**src/rtl/kbd_pkg.sv**
```systemverilog
// rtl/kbd_pkg.sv - Set-2 byte constants, FSM encoding, event record and tracked-key table
// shared by the scan-code sequencer and its event FIFO.
package kbd_pkg;

  localparam logic [7:0] SC_E0 = 8'hE0;
  localparam logic [7:0] SC_F0 = 8'hF0;
  localparam logic [7:0] SC_E1 = 8'hE1;
  localparam logic [7:0] SC_AA = 8'hAA;
  localparam logic [7:0] SC_00 = 8'h00;
  localparam logic [7:0] SC_FF = 8'hFF;
  localparam logic [7:0] SC_12 = 8'h12;
  localparam logic [7:0] SC_59 = 8'h59;

  typedef enum logic [2:0] {
    ST_IDLE,
    ST_EXT,
    ST_BRK,
    ST_EXT_BRK,
    ST_SKIP
  } kbd_state_t;

  typedef struct packed {
    logic       ext;
    logic [7:0] code;
    logic       make;
  } kbd_evt_t;

  // Order fixes the key_down bit index: left, right, up, down, space, enter, esc, P.
  localparam int unsigned KEY_TABLE_LEN = 8;
  localparam logic [8:0] KEY_TABLE [KEY_TABLE_LEN] = '{
    9'h16B, 9'h174, 9'h175, 9'h172, 9'h029, 9'h05A, 9'h076, 9'h04D
  };

  function automatic logic is_fake_shift(input logic [7:0] b);
    return (b == SC_12) || (b == SC_59);
  endfunction

endpackage

```
**src/rtl/kbd_evt_fifo.sv**
```systemverilog
// rtl/kbd_evt_fifo.sv - Synchronous event FIFO: plain write port, valid/ready read side.
// A write while full is accepted only when the head is popped in the same cycle.
module kbd_evt_fifo #(
  parameter int DEPTH = 4,
  parameter int WIDTH = 10
) (
  input  logic             clk,
  input  logic             rst,
  input  logic             i_wr_en,
  input  logic [WIDTH-1:0] i_wr_data,
  output logic [WIDTH-1:0] o_tdata,
  output logic             o_tvalid,
  input  logic             i_tready,
  output logic             o_full
);

  localparam int AW = $clog2(DEPTH);

  logic [WIDTH-1:0] r_mem [DEPTH];
  logic [AW:0]      r_wr_ptr;
  logic [AW:0]      r_rd_ptr;
  logic             w_pop;
  logic             w_push;

  assign o_tvalid = (r_wr_ptr != r_rd_ptr);
  assign o_full   = (r_wr_ptr[AW] != r_rd_ptr[AW]) &&
                    (r_wr_ptr[AW-1:0] == r_rd_ptr[AW-1:0]);
  assign w_pop    = o_tvalid && i_tready;
  assign w_push   = i_wr_en && (!o_full || w_pop);
  assign o_tdata  = o_tvalid ? r_mem[r_rd_ptr[AW-1:0]] : '0;

  always_ff @(posedge clk or posedge rst) begin
    if (rst) begin
      r_wr_ptr <= '0;
      r_rd_ptr <= '0;
    end else begin
      if (w_push) r_wr_ptr <= r_wr_ptr + 1'b1;
      if (w_pop)  r_rd_ptr <= r_rd_ptr + 1'b1;
    end
  end

  always_ff @(posedge clk) begin
    if (w_push) r_mem[r_wr_ptr[AW-1:0]] <= i_wr_data;
  end

endmodule

```
**src/rtl/kbd_scan_ctrl.sv**
```systemverilog
// rtl/kbd_scan_ctrl.sv - Set-2 prefix decoder feeding make/break events and a held-key bitmap.
// Define KBD_TYPEMATIC_FILTER_EN to drop auto-repeat makes of already-held tracked keys.
module kbd_scan_ctrl import kbd_pkg::*; #(
  parameter int FIFO_DEPTH  = 4,
  parameter int TIMEOUT_CYC = 50000,
  parameter int NUM_KEYS    = 8
) (
  input  logic                clk,
  input  logic                reset,
  input  logic [7:0]          din,
  input  logic                din_new,
  output logic                evt_valid,
  input  logic                evt_ready,
  output logic [8:0]          evt_code,
  output logic                evt_make,
  output logic [NUM_KEYS-1:0] key_down,
  output logic                seq_err,
  output logic                ovf,
  input  logic                ovf_clr
);

  localparam int             CW      = $clog2(TIMEOUT_CYC);
  localparam logic [CW-1:0]  TO_LAST = CW'(TIMEOUT_CYC - 1);

  kbd_state_t          r_state;
  kbd_state_t          w_next;
  logic [CW-1:0]       r_to_cnt;
  logic [2:0]          r_skip;
  logic [NUM_KEYS-1:0] r_key_down;
  logic [NUM_KEYS-1:0] w_match;
  logic                r_seq_err;
  logic                r_ovf;
  logic                w_timeout;
  logic                w_emit;
  logic                w_wr;
  logic                w_err;
  logic                w_clr_keys;
  logic                w_full;
  logic                w_drop;
  kbd_evt_t            w_evt;
  kbd_evt_t            w_head;

  // A byte on the expiry cycle takes precedence over the timeout.
  assign w_timeout = (r_state != ST_IDLE) && !din_new && (r_to_cnt == TO_LAST);

  always_ff @(posedge clk or posedge reset) begin
    if (reset) r_state <= ST_IDLE;
    else       r_state <= w_next;
  end

  always_comb begin
    w_next = r_state;
    if (din_new) begin
      case (r_state)
        ST_IDLE: begin
          if (din == SC_E0)      w_next = ST_EXT;
          else if (din == SC_F0) w_next = ST_BRK;
          else if (din == SC_E1) w_next = ST_SKIP;
        end
        ST_EXT:  w_next = (din == SC_F0) ? ST_EXT_BRK : ST_IDLE;
        ST_SKIP: if (r_skip == 3'd1) w_next = ST_IDLE;
        default: w_next = ST_IDLE;
      endcase
    end else if (w_timeout) begin
      w_next = ST_IDLE;
    end
  end

  always_comb begin
    w_emit     = 1'b0;
    w_err      = w_timeout;
    w_clr_keys = 1'b0;
    w_evt.ext  = 1'b0;
    w_evt.code = din;
    w_evt.make = 1'b1;
    if (din_new) begin
      case (r_state)
        ST_IDLE: begin
          if (din == SC_00 || din == SC_FF) begin
            w_err      = 1'b1;
            w_clr_keys = 1'b1;
          end else if (din != SC_E0 && din != SC_F0 && din != SC_E1 && din != SC_AA) begin
            w_emit = 1'b1;
          end
        end
        ST_EXT: begin
          w_evt.ext = 1'b1;
          w_emit    = (din != SC_F0) && !is_fake_shift(din);
        end
        ST_BRK: begin
          w_evt.make = 1'b0;
          w_emit     = 1'b1;
        end
        ST_EXT_BRK: begin
          w_evt.ext  = 1'b1;
          w_evt.make = 1'b0;
          w_emit     = !is_fake_shift(din);
        end
        default: ;
      endcase
    end
  end

  always_comb begin
    for (int i = 0; i < NUM_KEYS; i++) begin
      w_match[i] = ({w_evt.ext, w_evt.code} == KEY_TABLE[i]);
    end
  end

`ifdef KBD_TYPEMATIC_FILTER_EN
  assign w_wr = w_emit && !(w_evt.make && |(w_match & r_key_down));
`else
  assign w_wr = w_emit;
`endif

  assign w_drop = w_wr && w_full && !(evt_valid && evt_ready);

  always_ff @(posedge clk or posedge reset) begin
    if (reset)                                     r_to_cnt <= '0;
    else if (r_state == ST_IDLE || din_new || w_timeout) r_to_cnt <= '0;
    else                                           r_to_cnt <= r_to_cnt + 1'b1;
  end

  always_ff @(posedge clk or posedge reset) begin
    if (reset) begin
      r_skip <= '0;
    end else if (din_new) begin
      if (r_state == ST_IDLE && din == SC_E1) r_skip <= 3'd7;
      else if (r_state == ST_SKIP)            r_skip <= r_skip - 1'b1;
    end
  end

  // key_down tracks every decoded event, even ones the FIFO cannot hold.
  always_ff @(posedge clk or posedge reset) begin
    if (reset) begin
      r_key_down <= '0;
    end else if (w_clr_keys) begin
      r_key_down <= '0;
    end else if (w_emit) begin
      for (int i = 0; i < NUM_KEYS; i++) begin
        if (w_match[i]) r_key_down[i] <= w_evt.make;
      end
    end
  end

  always_ff @(posedge clk or posedge reset) begin
    if (reset) begin
      r_seq_err <= 1'b0;
      r_ovf     <= 1'b0;
    end else begin
      r_seq_err <= w_err;
      if (ovf_clr)     r_ovf <= 1'b0;
      else if (w_drop) r_ovf <= 1'b1;
    end
  end

  kbd_evt_fifo #(
    .DEPTH (FIFO_DEPTH),
    .WIDTH ($bits(kbd_evt_t))
  ) u_fifo (
    .clk       (clk),
    .rst       (reset),
    .i_wr_en   (w_wr),
    .i_wr_data (w_evt),
    .o_tdata   (w_head),
    .o_tvalid  (evt_valid),
    .i_tready  (evt_ready),
    .o_full    (w_full)
  );

  assign evt_code = {w_head.ext, w_head.code};
  assign evt_make = w_head.make;
  assign key_down = r_key_down;
  assign seq_err  = r_seq_err;
  assign ovf      = r_ovf;

endmodule
```
**config.mk**
```make
export PLATFORM = sky130hd
export DESIGN_NAME = kbd_scan_ctrl
export DESIGN_NICKNAME = d
export VERILOG_FILES = /design/src/rtl/kbd_pkg.sv /design/src/rtl/kbd_evt_fifo.sv /design/src/rtl/kbd_scan_ctrl.sv
export SDC_FILE = /design/constraint.sdc
export NUM_CORES = 1
export LEC_CHECK = 0
export BUFFER_PORTS_ARGS = -buffer_cell sky130_fd_sc_hd__buf_2
export CORE_MARGIN = 4
export CORE_UTILIZATION = 50
export DETAILED_ROUTE_END_ITERATION = 7
export GPL_ROUTABILITY_DRIVEN = 0
export GPL_TIMING_DRIVEN = 0
export PLACE_DENSITY = 0.8
export SLEW_MARGIN = 20
export SYNTH_ARGS = -nofsm -noshare
export SYNTH_HDL_FRONTEND = slang
export SYNTH_SLANG_ARGS = --single-unit
```
**constraint.sdc**
```tcl
create_clock -name clk -period 2 [get_ports clk]
set_input_delay 0.3 -clock clk [delete_from_list [all_inputs] [get_ports clk]]
set_output_delay 0.3 -clock clk [all_outputs]
set_load 0.1 [all_outputs]
```
[After elaboration in Yosys (flattened, before gate mapping)]
Memory sizes are Yosys's and may differ from the RTL's.
Cells that the tools add are included.
Storage, ports and cells
  logic and storage cells: 137
  output and inout bits: 21
  bits in registers: 38
  memories: 1
  bits of input ports: 13
  bits in writable memories: 40
Memory list
  u_fifo.r_mem: words 4, width 10, rd ports 1, clocked after Yosys merged registers in 0, write ports 1, RTL line kbd_evt_fifo.sv:19  | logic [WIDTH-1:0] r_mem [DEPTH];
Operators by class
  reductions and logical operators: 48
  add/subtract/negate cells: 4
  equality and inequality tests: 29
  mux-type cells: 40
Operators by type and width (number)
  9-bit == test, second input constant: 4
  8-bit == test, second input constant: 4
  8-bit != test, second input constant: 4
  9-bit by 7-bit == test with 1-bit output, second input constant: 3
  1-bit two-way mux: 25
  3-bit two-way mux: 8
  2-bit nonzero test: 12
  2-bit AND reduction: 9
  16-bit by 1-bit adder with 16-bit output, second input constant: 1
  16-bit == test, second input constant: 1
  16-bit two-way mux: 1
  8-bit two-way mux: 2
  1-bit logical AND: 12
  10-bit two-way mux: 1
  9-bit by 6-bit == test with 1-bit output, second input constant: 1
  3-bit case mux with 3 select lines: 1
  8-bit by 5-bit == test with 1-bit output, second input constant: 1
  8-bit by 7-bit == test with 1-bit output, second input constant: 1
  8-bit zero test: 1
  3-bit by 1-bit adder with 3-bit output, second input constant: 2
  3-bit by 1-bit == test with 1-bit output, second input constant: 2
  3-bit by 2-bit == test with 1-bit output, second input constant: 2
  1-bit logical OR: 5
  5-bit != test, second input constant: 1
  13 further kinds: 17

[Logic depth before layout (Yosys ltp)]
Gate-level depths: netlist of run 1.
  depth in word-level cells: 12
  gate-level depth with buffers: 7

[Hierarchy]
Synthesis of run 1 repeated with hierarchy kept, for this count alone.
Unflattened totals
  cell total of the unflattened synthesis: 307
  area total of the unflattened synthesis: 3773.6 µm²
Modules (own cells, without submodules)
  kbd_evt_fifo: sequential area each 1351.3 µm², area an instance 1931.9 µm², cells each 100, times used 1
  kbd_scan_ctrl: sequential area each 800.8 µm², area an instance 1841.8 µm², cells each 207, times used 1

[Worst setup path before layout of run 1]
No wires, ideal clock.
  path kind: reg-to-output
  start point: register u_fifo.r_rd_ptr[0]
  end point: output evt_code[0]
  path slack: -0.835 ns
  data required time: 1.700 ns
  path buffers: 1
  stages on the path, launching flop included: 5
  data arrival time: 2.535 ns
  path through: dfrtp_1 > xnor2_1 > nand3_1 > clkbuf_1 > and2_1
On the way
  word-level cells in the longest chain between the ends: 2
  elaborated cells between the ends (all ways): 3
  those cells by class: 1 x eq/ne; 1 x mux; 1 x memory
RTL lines
  start: declaration: RTL line kbd_evt_fifo.sv:21  | logic [AW:0] r_rd_ptr;
  start signal: assignment: RTL line kbd_evt_fifo.sv:38  | if (w_pop) r_rd_ptr <= r_rd_ptr + 1'b1;
  3-bit != test: RTL line kbd_evt_fifo.sv:25  | assign o_tvalid = (r_wr_ptr != r_rd_ptr);
  net evt_valid: RTL line kbd_scan_ctrl.sv:12  | output logic evt_valid,
  10-bit two-way mux: RTL line kbd_evt_fifo.sv:30  | assign o_tdata = o_tvalid ? r_mem[r_rd_ptr[AW-1:0]] : '0;
  end: declaration: RTL line kbd_scan_ctrl.sv:14  | output logic [8:0] evt_code,
The timed path passes the listed nets, and every way through them passes these cells.

[Worst setup path after layout of run 1]
  start point: register u_fifo.r_rd_ptr[0]
  end point: output evt_code[7]
On the way
  word-level cells in the longest chain between the ends: 2
  elaborated cells between the ends (all ways): 3
  those cells by class: 1 x eq/ne; 1 x mux; 1 x memory
RTL lines (RTL line)
  memory read 4 x 10 bit or 3-bit != test (tied branches)
  10-bit two-way mux (*): kbd_evt_fifo.sv:30
Mark *: on every way between the ends. The rest lies on a longest branch, timed or not.

==> impl_metrics.env, run 1 <==
export IMPL_unrepaired_setup_endpoints_after_global_routing="true"
export IMPL_final_setup_viol_count=10
export IMPL_max_freq_mhz=465
export IMPL_vdd_drop_max_mv=0.664
export IMPL_violations="negative setup slack"
export IMPL_cp_startpoint="u_fifo.r_rd_ptr[0]"
export IMPL_remaining_drc_errors=0
export IMPL_power_per_cell_area_mw_per_mm2=1670
export IMPL_placement_rows=31
export IMPL_yosys_register_bits=78
export IMPL_routed_wl_um=8240
export IMPL_wl_per_cell_um=17.8
export IMPL_viasPerCell=5.61
export IMPL_p_leak_nw=1.87
export IMPL_synth_edff_count=40
export IMPL_cts_buffers_inserted=9
export IMPL_clkTransAtPathRegs_ns=0.08
export IMPL_critical_path_endpoint_type="output port"
export IMPL_synth_cell_types=53
export IMPL_cts_root_buffer_cell="sky130_fd_sc_hd__clkbuf_8"
export IMPL_num_vias=2597
export IMPL_final_period_utilization_pct=108
export IMPL_drt_initial_drc_count=110
export IMPL_antenna_found_initial=0
export IMPL_totalNegativeSetupSlack_ns=-1.19
export IMPL_critical_path_max_fanout=5
export IMPL_timing_clock_skew_ns=0.00968
export IMPL_post_route_minimum_period_ns=2.15
export IMPL_status="complete, but fails checks"
export IMPL_pre_cts_slack_ns=-0.474
export IMPL_criticalPathCategory="register to output port"
export IMPL_syn_inst=305
export IMPL_grt_usage_pct=18.7
export IMPL_initial_utilization_pct=51.8
export IMPL_arrival_ns=1.85
export IMPL_place_hpwl_um=5220
export IMPL_grt_pass1_wl_um=12500
export IMPL_height_of_the_die_um=94.9
export IMPL_cts_tree="built"
export IMPL_synthesis_yosys_warnings=0
export IMPL_final_common_cell="sky130_fd_sc_hd__edfxtp_1"
export IMPL_largest_net_degree_at_the_start_of_global_routing=32
export IMPL_tightestPinTransition_ns=0.508
export IMPL_cts_buffer_depth=2
export IMPL_number_of_nets_with_antenna_violations_after_detailed_routing=0
export IMPL_netlist_area_mm2=0.00377
export IMPL_dominantRegCellSynth="sky130_fd_sc_hd__edfxtp_1"
export IMPL_worst_hold_path_type="primary input to register"
export IMPL_final_hold_viol_count=0
export IMPL_final_cell_mix="sky130_fd_sc_hd__edfxtp_1 (40), sky130_fd_sc_hd__dfrtp_1 (36), sky130_fd_sc_hd__nor2_1 (31)"
export IMPL_timing_rr_start="r_state[1]"
export IMPL_via_count_of_the_first_global_routing_pass=2436
export IMPL_fillCellCount=557
export IMPL_timing_critical_path_from_type="register"
export IMPL_layout_cells_sized_above_1_pct=30.2
export IMPL_cap_viol_max_count=0
export IMPL_worst_hold_slack_ns=0.0883
export IMPL_flow_area_growth_from_synthesis_pct=24.7
export IMPL_layout_setup_ws_ns=-0.153
export IMPL_async_reset_ff_share_pct=48.7
export IMPL_clock_latency_ns=0.36
export IMPL_syn_avg_cell_area_um2=12.4
export IMPL_die_width_um=94.9
export IMPL_placed_cells_incl_taps=438
export IMPL_core_area_mm2=0.00729
export IMPL_antenna_cells=0
export IMPL_detail_route_first_pass_iterations=4
export IMPL_post_layout_nonfiller_instances=463
export IMPL_cts_htree_levels=3
export IMPL_report_final_slew_viol_count=0
export IMPL_io_buf_count=33
export IMPL_cp_required_ns=1.70
export IMPL_min_from="ovf_clr"
export IMPL_worst_slew_margin_rel_pct=65.9
export IMPL_top_level_ports=34
export IMPL_global_route_congestion_overflow_total=0
export IMPL_layout_nets=380
export IMPL_syn_nets=326
export IMPL_clock_sinks=78
export IMPL_floorplan_die_area_mm2=0.00900
export IMPL_post_layout_util_pct=64.5
export IMPL_synth_seq_area_share_pct=57.0
==> through the flow <==
stage          area [µm²]  power [mW]
4_1_cts              4550        7.50
3_3_place_gp         4140        5.42
3_5_place_dp         4160        5.52
2_1_floorplan        3850        4.99
6_report             4710        7.85
5_1_grt              4710        8.18
==> cells in the mapped netlist (3+ instances only) <==
library cell / number / area [µm²]
sky130_fd_sc_hd__xnor2_1: 14 / 123
sky130_fd_sc_hd__and4_1: 3 / 26.3
sky130_fd_sc_hd__xor2_1: 6 / 52.6
sky130_fd_sc_hd__mux2i_1: 5 / 50.1
sky130_fd_sc_hd__nor4bb_1: 3 / 30.0
sky130_fd_sc_hd__nor2_1: 33 / 124
sky130_fd_sc_hd__a31oi_1: 4 / 25.0
sky130_fd_sc_hd__buf_2: 3 / 15.0
sky130_fd_sc_hd__ha_1: 8 / 100
sky130_fd_sc_hd__inv_1: 11 / 41.3
sky130_fd_sc_hd__or3_1: 3 / 18.8
sky130_fd_sc_hd__nand2_1: 16 / 60.1
sky130_fd_sc_hd__and2_1: 13 / 81.3
sky130_fd_sc_hd__nand3_1: 12 / 60.1
sky130_fd_sc_hd__clkbuf_1: 8 / 30.0
sky130_fd_sc_hd__nor4b_1: 4 / 35.0
sky130_fd_sc_hd__mux4_2: 10 / 225
sky130_fd_sc_hd__nand2b_1: 4 / 25.0
sky130_fd_sc_hd__and3_1: 4 / 25.0
sky130_fd_sc_hd__nand4_1: 7 / 43.8
sky130_fd_sc_hd__a21oi_1: 6 / 30.0
sky130_fd_sc_hd__dfrtp_1: 38 / 951
sky130_fd_sc_hd__edfxtp_1: 40 / 1200
sky130_fd_sc_hd__nor3_1: 12 / 60.1
==> logic make-up (layout without fill, tap and decap cells) <==
kind of cell	Yosys count	in the layout	synth area share, %
mux	18	18	8.29
xor+xnor	20	20	4.64
buf+inv	26	82	2.92
simple gates	132	135	19.9
flops	78	78	57.0
fa+ha+maj	8	8	2.65
compound gates	23	23	4.61
==> power by group <==
group	switching, mW	leakage, nW	internal (mW)
clock network	0.567	0.0964	0.607
logic	2.68	0.909	1.83
registers	0.198	0.860	1.97
==> final timing paths <==
path                       cells after the start                  to  slack [ns]
max                                            4         evt_code[7]       -0.15
min                                            2                 ovf        0.09
max reg2reg                                    4  u_fifo.r_mem[2][4]        0.05
min reg2reg                                    1         r_to_cnt[0]        0.50
max in group asynchronous                      4           r_skip[2]        1.20
min in group asynchronous                      3                 ovf        0.39
==> layer usage <==
metal  vias to the layer above  part of all wire, %  wire length, µm  track usage (%)
li1                       1228                    -                -                -
met1                      1301                   42             3490             24.4
met2                        57                   53             4340             31.3
met3                        11                  3.9              323             4.46
met4                         0                  1.1               89             5.41
met5                         -                    0                0                0
==> timing repair <==
item                                   4_1_cts  5_1_grt
pin swaps                                    1       15
setup endpoints to repair                   37       59
resized for setup                           50       28
setup buffers                                2        6
endpoints found under the hold margin        7        0
hold buffers                                 1        0
gates cloned                                 0        4
==> registers in the layout, summed over array words and instances (netlist names) <==
name / cells
u_fifo.r_mem: 40
r_to_cnt: 16
seq_err: 1
u_fifo.r_rd_ptr: 3
u_fifo.r_wr_ptr: 3
ovf: 1
key_down: 8
r_state: 3
r_skip: 3
==> critical path: stages (launching register included) <==
cell,delay [ns]
sky130_fd_sc_hd__dfrtp_2,0.47
sky130_fd_sc_hd__clkbuf_16,0.19
sky130_fd_sc_hd__mux4_2,0.51
sky130_fd_sc_hd__and2_4,0.17
sky130_fd_sc_hd__buf_12,0.16
==> cell type report <==
class                           count  area [µm²]  area share, %
Multi-Input combinational cell    204        1620           34.4
Inverter                           12        45.0          0.957
Clock buffer                       12         145           3.08
Clock inverter                      4        47.5           1.01
Sequential cell                    78        2150           45.8
Timing Repair Buffer               44         470           10.0
Tap cell                           99         124           2.63
Buffer                             10        98.8           2.10
(Power assumes the default switching activity.)
==> run 2: changes to the inputs <==
==> constraint.sdc (replaced) <==
create_clock -name clk -period 2 [get_ports clk]
set_input_delay 0.3 -clock clk [delete_from_list [all_inputs] [get_ports clk]]
set_output_delay 0.3 -clock clk [all_outputs]
set_load 0.005 [all_outputs]
==> impl_metrics.env, run 2 (synthesis gave the netlist of run 1 again) <==
export IMPL_place_hpwl_um=5090
export IMPL_cts_tree="built"
export IMPL_stdcell_area_mm2=0.00450
export IMPL_clock_sinks=78
export IMPL_postPlaceCellArea_mm2=0.00414
export IMPL_num_vias=2547
export IMPL_min_from="ovf_clr"
export IMPL_routed_wl_um=7640
export IMPL_worst_hold_path_type="primary input to register"
export IMPL_critical_path_endpoint_type="output port"
export IMPL_final_common_cell="sky130_fd_sc_hd__edfxtp_1"
export IMPL_largest_net_degree_at_the_start_of_global_routing=30
export IMPL_critical_path_max_fanout=10
export IMPL_unrepaired_setup_endpoints_after_global_routing="true"
export IMPL_grt_pass1_wl_um=12000
export IMPL_vdd_drop_max_mv=0.443
export IMPL_timing_rr_start="r_state[0]"
export IMPL_die_width_um=94.9
export IMPL_cts_buffer_depth=2
export IMPL_cts_buffers_inserted=9
export IMPL_placement_rows=31
export IMPL_remaining_drc_errors=0
export IMPL_io_buf_count=33
export IMPL_cp_required_ns=1.70
export IMPL_layout_nets=375
export IMPL_cp_startpoint="u_fifo.r_rd_ptr[0]"
export IMPL_layout_cells_sized_above_1_pct=27.6
export IMPL_number_of_nets_with_antenna_violations_after_detailed_routing=0
export IMPL_cts_root_buffer_cell="sky130_fd_sc_hd__clkbuf_8"
export IMPL_final_cell_mix="sky130_fd_sc_hd__edfxtp_1 (40), sky130_fd_sc_hd__dfrtp_1 (36), sky130_fd_sc_hd__nor2_1 (31)"
export IMPL_global_route_congestion_overflow_total=0
export IMPL_criticalPathCategory="register to output port"
export IMPL_floorplan_die_area_mm2=0.00900
export IMPL_timing_clock_skew_ns=0.00580
export IMPL_cts_htree_levels=3
export IMPL_power_per_cell_area_mw_per_mm2=1170
export IMPL_via_count_of_the_first_global_routing_pass=2424
export IMPL_grt_usage_pct=17.7
export IMPL_arrival_ns=1.72
export IMPL_timing_critical_path_from_type="register"
export IMPL_flow_area_growth_from_synthesis_pct=19.3
export IMPL_wl_per_cell_um=16.7
export IMPL_clkTransAtPathRegs_ns=0.08
export IMPL_max_freq_mhz=494
export IMPL_antenna_found_initial=0
export IMPL_final_period_utilization_pct=101
export IMPL_initial_utilization_pct=51.8
export IMPL_tightestPinTransition_ns=0.515
export IMPL_violations="negative setup slack"
export IMPL_post_layout_util_pct=61.8
export IMPL_layout_setup_ws_ns=-0.0247
export IMPL_p_leak_nw=1.77
export IMPL_final_setup_viol_count=8
export IMPL_core_area_mm2=0.00729
export IMPL_final_hold_viol_count=0
export IMPL_height_of_the_die_um=94.9
export IMPL_viasPerCell=5.56
export IMPL_worst_slew_margin_rel_pct=65.4
export IMPL_antenna_cells=0
export IMPL_drt_initial_drc_count=123
export IMPL_clock_latency_ns=0.34
export IMPL_cap_viol_max_count=0
export IMPL_detail_route_first_pass_iterations=4
export IMPL_top_level_ports=34
export IMPL_report_final_slew_viol_count=0
export IMPL_status="complete, but fails checks"
export IMPL_post_route_minimum_period_ns=2.02
export IMPL_largest_reg_flops=40
run 2: changes by cell type in the layout (fill, tap and decap cells not counted), sizes merged:
| cell | change |
|---|---|
| buf | -4 |
| clkbuf | -2 |
| clkinv | +2 |
| clkinvlp | -1 |
run 2: metal layers:
layer,track usage (%),part of all wire [%]
met5,0,0
met4,8.29,0.89
met3,3.03,4.9
met2,27.2,49
met1,24.7,45
run 2: final cells by class:
type	instances	area [µm²]
repair buffers	40	299
flip-flops and latches	78	2150
inverters	12	45.0
multi-input cells	204	1610
well taps	99	124
clock buffers	11	131
clock inverters	5	52.6
fillers	586	2790
plain buffers	9	82.6
run 2: path summary, 6_finish.rpt:
check	endpoint	slack (ns)	cells after the start
setup / recovery	evt_code[3]	-0.02	4
hold / removal	ovf	0.10	2
setup reg to reg	u_fifo.r_mem[3][1]	0.08	6
hold reg to reg	r_to_cnt[0]	0.50	1
max in group asynchronous	r_state[1]	1.14	4
min in group asynchronous	r_to_cnt[9]	0.43	3
run 2: timing repair:
item                       in CTS  in global routing
buffers inserted                2                  2
cloned                          0                  4
setup endpoints to repair      31                 59
hold buffers                    1                  0
pin swaps                       3                 10
hold endpoints to repair        9                  0
gates resized for setup        15                 31
run 2: through the flow:
step	worst slack (ns)	total power, mW	cells	TNS, ns	hold slack, ns
global route	-0.110	5.62	458	-1.13	0.0850
finish	-0.0247	5.26	458	-0.0692	0.104
global placement	-0.455	3.69	437	-18.95	0.450
CTS	-0.0277	5.03	456	-0.147	0.0862
detailed placement	-0.543	3.77	438	-21.24	0.233
floorplan	-0.0955	3.26	305	-2.96	0.363
run 2: power by group:
group,switching [mW],leakage [nW],internal (mW)
registers,0.180,0.859,1.97
clock network,0.543,0.0947,0.572
logic,0.901,0.820,1.09
run 2: critical path, stage by stage (launching register included):
cell and delay, ns:
sky130_fd_sc_hd__dfrtp_2 0.43, sky130_fd_sc_hd__buf_12 0.16, sky130_fd_sc_hd__mux4_2 0.51, sky130_fd_sc_hd__and2_4 0.16
sky130_fd_sc_hd__buf_2 0.12
